### src/rtl/pcs_tx_ctrl.sv
// pcs_tx_ctrl
// Transmit-side PCS sequencer that sits ahead of the 8b10b encoder. It takes frame bytes
// from the MAC over a valid/ready stream and emits one byte plus K flag per cycle. It also
// inserts the 1000BASE-X ordered sets: /I/ idle pairs, /S/ start, /T/R/ end and /V/ error.
// The block holds back the next /S/ until the minimum number of idle pairs has been sent.
// It keeps /S/ and /I/ on even columns by adding a second /R/ when the column needs it.
//
// Ports
//   clk           single clock for all logic
//   rst_n         asynchronous, active-low reset
//   tx_enable     frames may start (sampled only at the frame-start decision)
//   mac_data      frame byte from the MAC
//   mac_valid     mac_data valid
//   mac_last      mac_data is the last byte of the frame
//   mac_ready     byte accepted when mac_valid & mac_ready (decoded from state)
//   enc_rd_pos    encoder running disparity, 1 = positive
//   enc_data      registered symbol byte to the encoder
//   enc_k         registered control-symbol flag
//   enc_valid     registered symbol valid, 1 every cycle after reset
//   busy          1 outside the idle pair states
//   frames_sent   frames closed with /T/ that were not aborted, wraps
//   underrun_cnt  frames aborted by MAC underrun, saturates at 255
//
// state   | meaning
// IDLE_K  | first half of /I/ (K28.5), always an even column
// IDLE_D  | second half of /I/, makes the frame-start decision
// START   | /S/ (K27.7)
// DATA    | pass MAC bytes; an underrun turns the frame into /V/
// DRAIN   | aborted frame: emit /V/ and discard bytes until mac_last
// END_T   | /T/ (K29.7)
// END_R   | first /R/ (K23.7)
// END_R2  | second /R/ so that the next /I/ starts on an even column

module pcs_tx_ctrl #(
    parameter int IPG_MIN = 6,
    parameter int CNT_W   = 16
) (
    input  logic             clk,
    input  logic             rst_n,
    input  logic             tx_enable,
    input  logic [7:0]       mac_data,
    input  logic             mac_valid,
    input  logic             mac_last,
    output logic             mac_ready,
    input  logic             enc_rd_pos,
    output logic [7:0]       enc_data,
    output logic             enc_k,
    output logic             enc_valid,
    output logic             busy,
    output logic [CNT_W-1:0] frames_sent,
    output logic [7:0]       underrun_cnt
);

    localparam int IPG_W = $clog2(IPG_MIN + 1);
    localparam logic [IPG_W:0] IPG_LIM = (IPG_W + 1)'(IPG_MIN);

    localparam logic [7:0] SYM_K28_5 = 8'hBC;
    localparam logic [7:0] SYM_D16_2 = 8'h50;
    localparam logic [7:0] SYM_D5_6  = 8'hC5;
    localparam logic [7:0] SYM_K27_7 = 8'hFB;
    localparam logic [7:0] SYM_K30_7 = 8'hFE;
    localparam logic [7:0] SYM_K29_7 = 8'hFD;
    localparam logic [7:0] SYM_K23_7 = 8'hF7;

    typedef enum logic [2:0] {
        IDLE_K,
        IDLE_D,
        START,
        DATA,
        DRAIN,
        END_T,
        END_R,
        END_R2
    } state_t;

    state_t           state, state_d;
    logic             col;
    logic [IPG_W-1:0] ipg_cnt, ipg_d;
    logic             first_idle, first_idle_d;
    logic             aborted, aborted_d;
    logic [7:0]       sym_data;
    logic             sym_k;
    logic             frame_inc;
    logic             underrun_inc;

    logic [IPG_W:0]   ipg_inc;
    logic             ipg_reached;
    logic [IPG_W-1:0] ipg_next;

    assign ipg_inc     = {1'b0, ipg_cnt} + {{IPG_W{1'b0}}, 1'b1};
    assign ipg_reached = (ipg_inc >= IPG_LIM);
    assign ipg_next    = ipg_reached ? IPG_LIM[IPG_W-1:0] : ipg_inc[IPG_W-1:0];

    assign mac_ready = (state == DATA) || (state == DRAIN);
    assign busy      = (state != IDLE_K) && (state != IDLE_D);

    always_comb begin
        state_d      = state;
        sym_data     = 8'h00;
        sym_k        = 1'b0;
        ipg_d        = ipg_cnt;
        first_idle_d = first_idle;
        aborted_d    = aborted;
        frame_inc    = 1'b0;
        underrun_inc = 1'b0;
        case (state)
            IDLE_K: begin
                sym_data = SYM_K28_5;
                sym_k    = 1'b1;
                state_d  = IDLE_D;
            end
            IDLE_D: begin
                // D5.6 flips disparity back to negative after a frame that ended positive
                sym_data     = (first_idle && enc_rd_pos) ? SYM_D5_6 : SYM_D16_2;
                first_idle_d = 1'b0;
                ipg_d        = ipg_next;
                if (ipg_reached && tx_enable && mac_valid) begin
                    state_d = START;
                end else begin
                    state_d = IDLE_K;
                end
            end
            START: begin
                sym_data  = SYM_K27_7;
                sym_k     = 1'b1;
                aborted_d = 1'b0;
                state_d   = DATA;
            end
            DATA: begin
                if (mac_valid) begin
                    sym_data = mac_data;
                    if (mac_last) begin
                        state_d = END_T;
                    end
                end else begin
                    sym_data     = SYM_K30_7;
                    sym_k        = 1'b1;
                    underrun_inc = 1'b1;
                    aborted_d    = 1'b1;
                    state_d      = DRAIN;
                end
            end
            DRAIN: begin
                sym_data = SYM_K30_7;
                sym_k    = 1'b1;
                if (mac_valid && mac_last) begin
                    state_d = END_T;
                end
            end
            END_T: begin
                sym_data  = SYM_K29_7;
                sym_k     = 1'b1;
                frame_inc = !aborted;
                state_d   = END_R;
            end
            END_R: begin
                sym_data     = SYM_K23_7;
                sym_k        = 1'b1;
                // Idle follows directly or via END_R2; either way the gap count restarts here
                ipg_d        = '0;
                first_idle_d = 1'b1;
                // col is this symbol's column; an even /R/ leaves the next symbol odd
                state_d      = col ? IDLE_K : END_R2;
            end
            END_R2: begin
                sym_data = SYM_K23_7;
                sym_k    = 1'b1;
                state_d  = IDLE_K;
            end
            default: begin
                state_d = IDLE_K;
            end
        endcase
    end

    always_ff @(posedge clk or negedge rst_n) begin
        if (!rst_n) begin
            state      <= IDLE_K;
            col        <= 1'b0;
            ipg_cnt    <= '0;
            first_idle <= 1'b0;
            aborted    <= 1'b0;
            enc_data   <= 8'h00;
            enc_k      <= 1'b0;
            enc_valid  <= 1'b0;
        end else begin
            state      <= state_d;
            col        <= ~col;
            ipg_cnt    <= ipg_d;
            first_idle <= first_idle_d;
            aborted    <= aborted_d;
            enc_data   <= sym_data;
            enc_k      <= sym_k;
            enc_valid  <= 1'b1;
        end
    end

    always_ff @(posedge clk or negedge rst_n) begin
        if (!rst_n) begin
            frames_sent  <= '0;
            underrun_cnt <= 8'h00;
        end else begin
            if (frame_inc) begin
                frames_sent <= frames_sent + CNT_W'(1);
            end
            if (underrun_inc && (underrun_cnt != 8'hFF)) begin
                underrun_cnt <= underrun_cnt + 8'h01;
            end
        end
    end

endmodule

### config.mk
export PLATFORM = sky130hd
export DESIGN_NAME = pcs_tx_ctrl
export DESIGN_NICKNAME = d
export VERILOG_FILES = /design/src/rtl/pcs_tx_ctrl.sv
export SDC_FILE = /design/constraint.sdc
export NUM_CORES = 1
export LEC_CHECK = 0
export BUFFER_PORTS_ARGS = -buffer_cell sky130_fd_sc_hd__buf_2
export CAP_MARGIN = 20
export CORE_MARGIN = 5
export CORE_UTILIZATION = 53
export DETAILED_ROUTE_END_ITERATION = 16
export GPL_ROUTABILITY_DRIVEN = 0
export PLACE_DENSITY = 0.82
export SLEW_MARGIN = 30
export SYNTH_ARGS = -nofsm -noshare
export SYNTH_HDL_FRONTEND = slang
export SYNTH_SLANG_ARGS = --single-unit
### constraint.sdc
create_clock -name clk -period 2.45 [get_ports clk]
set_clock_uncertainty 0.2 [all_clocks]
set_input_delay 0.1225 -clock clk [delete_from_list [all_inputs] [get_ports clk]]
set_output_delay 0.1225 -clock clk [all_outputs]
set_load 0.01 [all_outputs]
# Word level (Yosys, flattened, before mapping)
# Index checks and enable logic that the tools add are counted.
[totals] out_inout_bits=36 wordCells=61 in_bits=14 regBits=43
[op_classes] n_lt_le_gt_ge=1 eq_ne=12 n_bitwise=1 reduce_logical=16 n_mux=18 addsub=3
[ops] cell="8-bit case mux with 7 select lines" count=1
[ops] cell="3-bit case mux with 8 select lines" count=1
[ops] cell="16-bit by 1-bit adder with 16-bit output, second input constant" count=1
[ops] cell="8-bit two-way mux" count=2
[ops] cell="3-bit two-way mux" count=5
[ops] cell="3-bit == test, second input constant" count=4
[ops] cell="8-bit by 1-bit adder with 8-bit output, second input constant" count=1
[ops] cell="8-bit != test, second input constant" count=1
[ops] cell="3-bit by 2-bit == test with 1-bit output, second input constant" count=2
[ops] cell="1-bit logical AND" count=6
[ops] cell="1-bit case mux with 2 select lines" count=3
[ops] cell="3-bit case mux with 2 select lines" count=1
[ops] cell="6-bit OR reduction" count=1
[ops] cell="3-bit by 1-bit adder with 4-bit output, second input constant" count=1
[ops] cell="4-bit by 3-bit >= comparator with 1-bit output, second input constant" count=1
[ops] cell="1-bit two-way mux" count=4
[ops] cell="2-bit AND reduction" count=2
[ops] cell="2-bit nonzero test" count=2
[ops] cell="3-bit by 1-bit == test with 1-bit output, second input constant" count=1
[ops] cell="3-bit zero test" count=1
[ops] cell="3-bit by 1-bit != test with 1-bit output, second input constant" count=1
[ops] cell="3-bit != test, second input constant" count=1
[ops] cell="3-bit nonzero test" count=1
[ops] cell="2-bit two-way mux" count=1
[ops] cell="other kinds (6)" count=6

# Logic depth before layout (Yosys ltp)
[depth] word_depth=6 mapped_depth=6 mapped_depth_nobuf=6

# Worst setup path before layout
# Ideal clock, no wire load.
[synth_timing] path_type="reg-to-reg" start="reg state[2]" end="reg underrun_cnt[7]" synth_period_minus_slack_ps=1761 n_path_buf=1 arrival_time_ps=1433 setup_ps=128 slack_ps=689 required_time_ps=2122 stages_incl_launch_ff=6 path_cell_list="dfrtp_1 -> buf_2 -> and4bb_4 -> nand4_4 -> nor3_2 -> mux2_1"
[synth_between] elab_chain_len=3
[synth_rtl] element="start: declaration" line="76" rtl="state_t state, state_d;"
[synth_rtl] element="start signal: assignment" line="187" rtl="state <= state_d;"
[synth_rtl] element="3-bit by 2-bit == test with 1-bit output" line="106" rtl="case (state)"
[synth_rtl] element="1-bit two-way mux" line="106"
[synth_rtl] element="1-bit logical AND" line="206" rtl="if (underrun_inc && (underrun_cnt != 8'hFF)) begin"
[synth_rtl] element="end signal: assignment" line="207" rtl="underrun_cnt <= underrun_cnt + 8'h01;"
[synth_rtl] element="end: declaration" line="51" rtl="output logic [7:0] underrun_cnt"
# No other way between the ends.
# A chain may end at the register's enable or synchronous reset.

# Worst setup path in the final report
[layout_timing] start="reg state[0]" end="reg state[1]"
[layout_between] elab_chain_len=3 word_cells_on_any_way=12 classes_between="eq/ne: 9; mux: 1; reduce/logical: 2"
[layout_rtl] element="3-bit by 2-bit == test with 1-bit output / 3-bit == test (equally long branches)" line="106"
[layout_rtl] element="3-bit != test (no source line) / 2-bit by 1-bit != test with 1-bit output (equally long branches)"
[layout_rtl] element="2-bit AND reduction (no source line)"
# Several ways; a longest one is shown, not always the timed one.

==> results.ini <==
[floorplan]
num_io_pins=50
rows=22
die-area_um2=5280
chipHeight_um=72.7
die_w_um=72.7
core-area_um2=3740
start_util_pct=55.6

[setup_path]
cp_data_required_time_ns=2.47
cp_max_fo=10
r2r-start=state[0]
critPathLaunchType=register
path_class=reg2reg
crit_start=state[0]
cp-end-kind=register
arrival_ns=2.28

[cts]
insertion_delay_ns=0.30
cts.reportedPaths.clkPinSlew_ns=0.09
cts_resized=0
cts_setup_buffers=0
cts-htree-levels=2
cts_sinks=43
cts_made_buffers=5
cts_tree=built
cts_buffer_depth=2
cts_root_buf=clkbuf_8

[synthesis]
ys_ff_latch=43
avgSynthCellArea_um2=10.5
syn_inst=199
synth.distinct_cells=43
synth_async_sr_flop_share_pct=100
ys_seq_area_share_pct=51.7
synth_area_um2=2080
synthesis.nets=217
yosysWarnings=0
ys.flop_type=dfrtp_1
synth_edf_count=0

[finish]
fin_util_pct=69.7
layout.nets=283
drive_gt1_share_pct=26.7
area_growth_pct=25.4
n_antenna_cell=0
design_area_um2=2610

[sta]
finalHoldViolations=0
tightest_slew_ns=0.530
fmax_mhz=444
setup_viol_count_final=0
fin_setup_tns_ns=0
period_needed_ns=2.25
report.final.slew_viol_count=0
grt_setup_unrepaired=no
finalCritPeriodShare_pct=92.0
slew_headroom_pct=64.7

[global_routing]
grt_pass1_wl_mm=7.41
grt_usage_pct=17.7
grt_pass1_vias=1616
grt_antenna_before_repair=0
grt_overflow=0
grt_max_degree=44

[route]
wl_mm=4.38
ant_nets=0
first_pass_iters=4
drt_iter0_drc=104
vias_per_cell=5.36
num_vias=1682
drc=0
routedWlPerCell_um=14.0

[worst_hold_path]
hold_class=in2reg
min_from=enc_rd_pos

[pwr]
peakVddDrop_v=0.000575
power.leakage_nw=1.28
power_density_nw_per_um2=933

[status]
outcome=finished clean

[place]
numPortBuffers=49
place_hpwl_mm=2.93
postPlaceCellArea_um2=2360

[run]
maxCapViolCount=0

worst max-delay path, cell delays in order (launching register included):
cell	delay, ns
dfrtp_1	0.55
buf_4	0.22
nor2b_1	0.34
nand3_1	0.12
dlygate4sd3_1	0.58
o211ai_1	0.16
per-layer routing:
metal	vias up	track usage [%]	share of wire, %	routed length [µm]
met3	11	3.58	6.7	295
met5	-	0	0	0
met4	0	6.35	2.1	93
li1	819	-	-	-
met2	59	28.9	49	2160
met1	793	23.4	42	1830
cell families after synthesis:
family	share of synthesized area [%]
simple gates	21.1
flops	51.7
mux	2.70
buf+inv	3.24
other cells	0.180
fa+ha+maj	2.40
xor+xnor	7.99
compound gates	10.7
power by group:
group | internal, mW | switching [mW]
Clock | 0.204 | 0.259
Sequential | 0.882 | 0.187
Combinational | 0.415 | 0.488
registers in the layout (all words and copies together) (netlist names):
register	cells
enc_valid	1
first_idle	1
state	3
aborted	1
underrun_cnt	8
enc_data	8
ipg_cnt	3
frames_sent	16
enc_k	1
col	1
layout by cell type, fill, tap and decap left out, types with 3 or more instances in the layout:
cell type and n:
xnor2_1 12, inv_1 8, ha_1 4, nand2_1 26, mux2_2 4, dfrtp_1 43
nand2b_1 3, nor2_1 13, dlygate4sd3_1 15, clkbuf_8 5, xor2_1 7, o21ai_0 13
nand3_1 8, nand4_1 6, a21oi_1 9, buf_2 48, buf_4 3, and3_1 3
layout make-up:
type | count | area (µm²)
fillers | 292 | 1130
inverters | 8 | 30.0
repair buffers | 66 | 413
well taps | 48 | 60.1
flip-flops and latches | 43 | 1080
multi-input cells | 141 | 938
clock inverters | 3 | 23.8
clock buffers | 5 | 68.8
metrics by stage:
step                setup WS [ns]  total power, mW  hold slack (ns)  instances
global placement            0.594             1.90            0.111        291
floorplan                   0.689             1.65           -0.373        199
finish                      0.195             2.43          0.00340        314
global route               0.0994             2.61           0.0178        314
detailed placement          0.500             1.92            0.120        291
CTS                         0.248             2.44           0.0122        314
what timing repair did:
item | in CTS | in global routing
hold buffers | 15 | 0
hold endpoints to repair | 54 | 0
setup endpoints to repair | 0 | 0
path summary, 6_finish.rpt:
| path | end | slack (ns) | cells after the start |
|---|---|---|---|
| min in group asynchronous | underrun_cnt[0] | 0.14 | 2 |
| min reg2reg | col | 0.26 | 1 |
| max reg2reg | state[1] | 0.20 | 5 |
| min | enc_data[7] | 0.003 | 3 |
| max | state[1] | 0.20 | 5 |
| max in group asynchronous | ipg_cnt[2] | 1.54 | 2 |
synth_stat cells, drive strengths merged (3+ instances only):
library cell | number | area, µm²
a21oi | 9 | 45.0
buf | 3 | 21.3
o21ai | 13 | 65.1
xor2 | 7 | 61.3
inv | 8 | 30.0
nand3 | 8 | 40.0
nor3 | 4 | 30.0
dfrtp | 43 | 1080
and3 | 3 | 18.8
nand2 | 26 | 97.6
xnor2 | 12 | 105
mux2 | 5 | 56.3
nand4 | 8 | 80.1
ha | 4 | 50.1
nor2 | 13 | 48.8
clkbuf | 4 | 16.3
nand2b | 4 | 32.5
No activity file was read; power rests on OpenSTA's default activity.
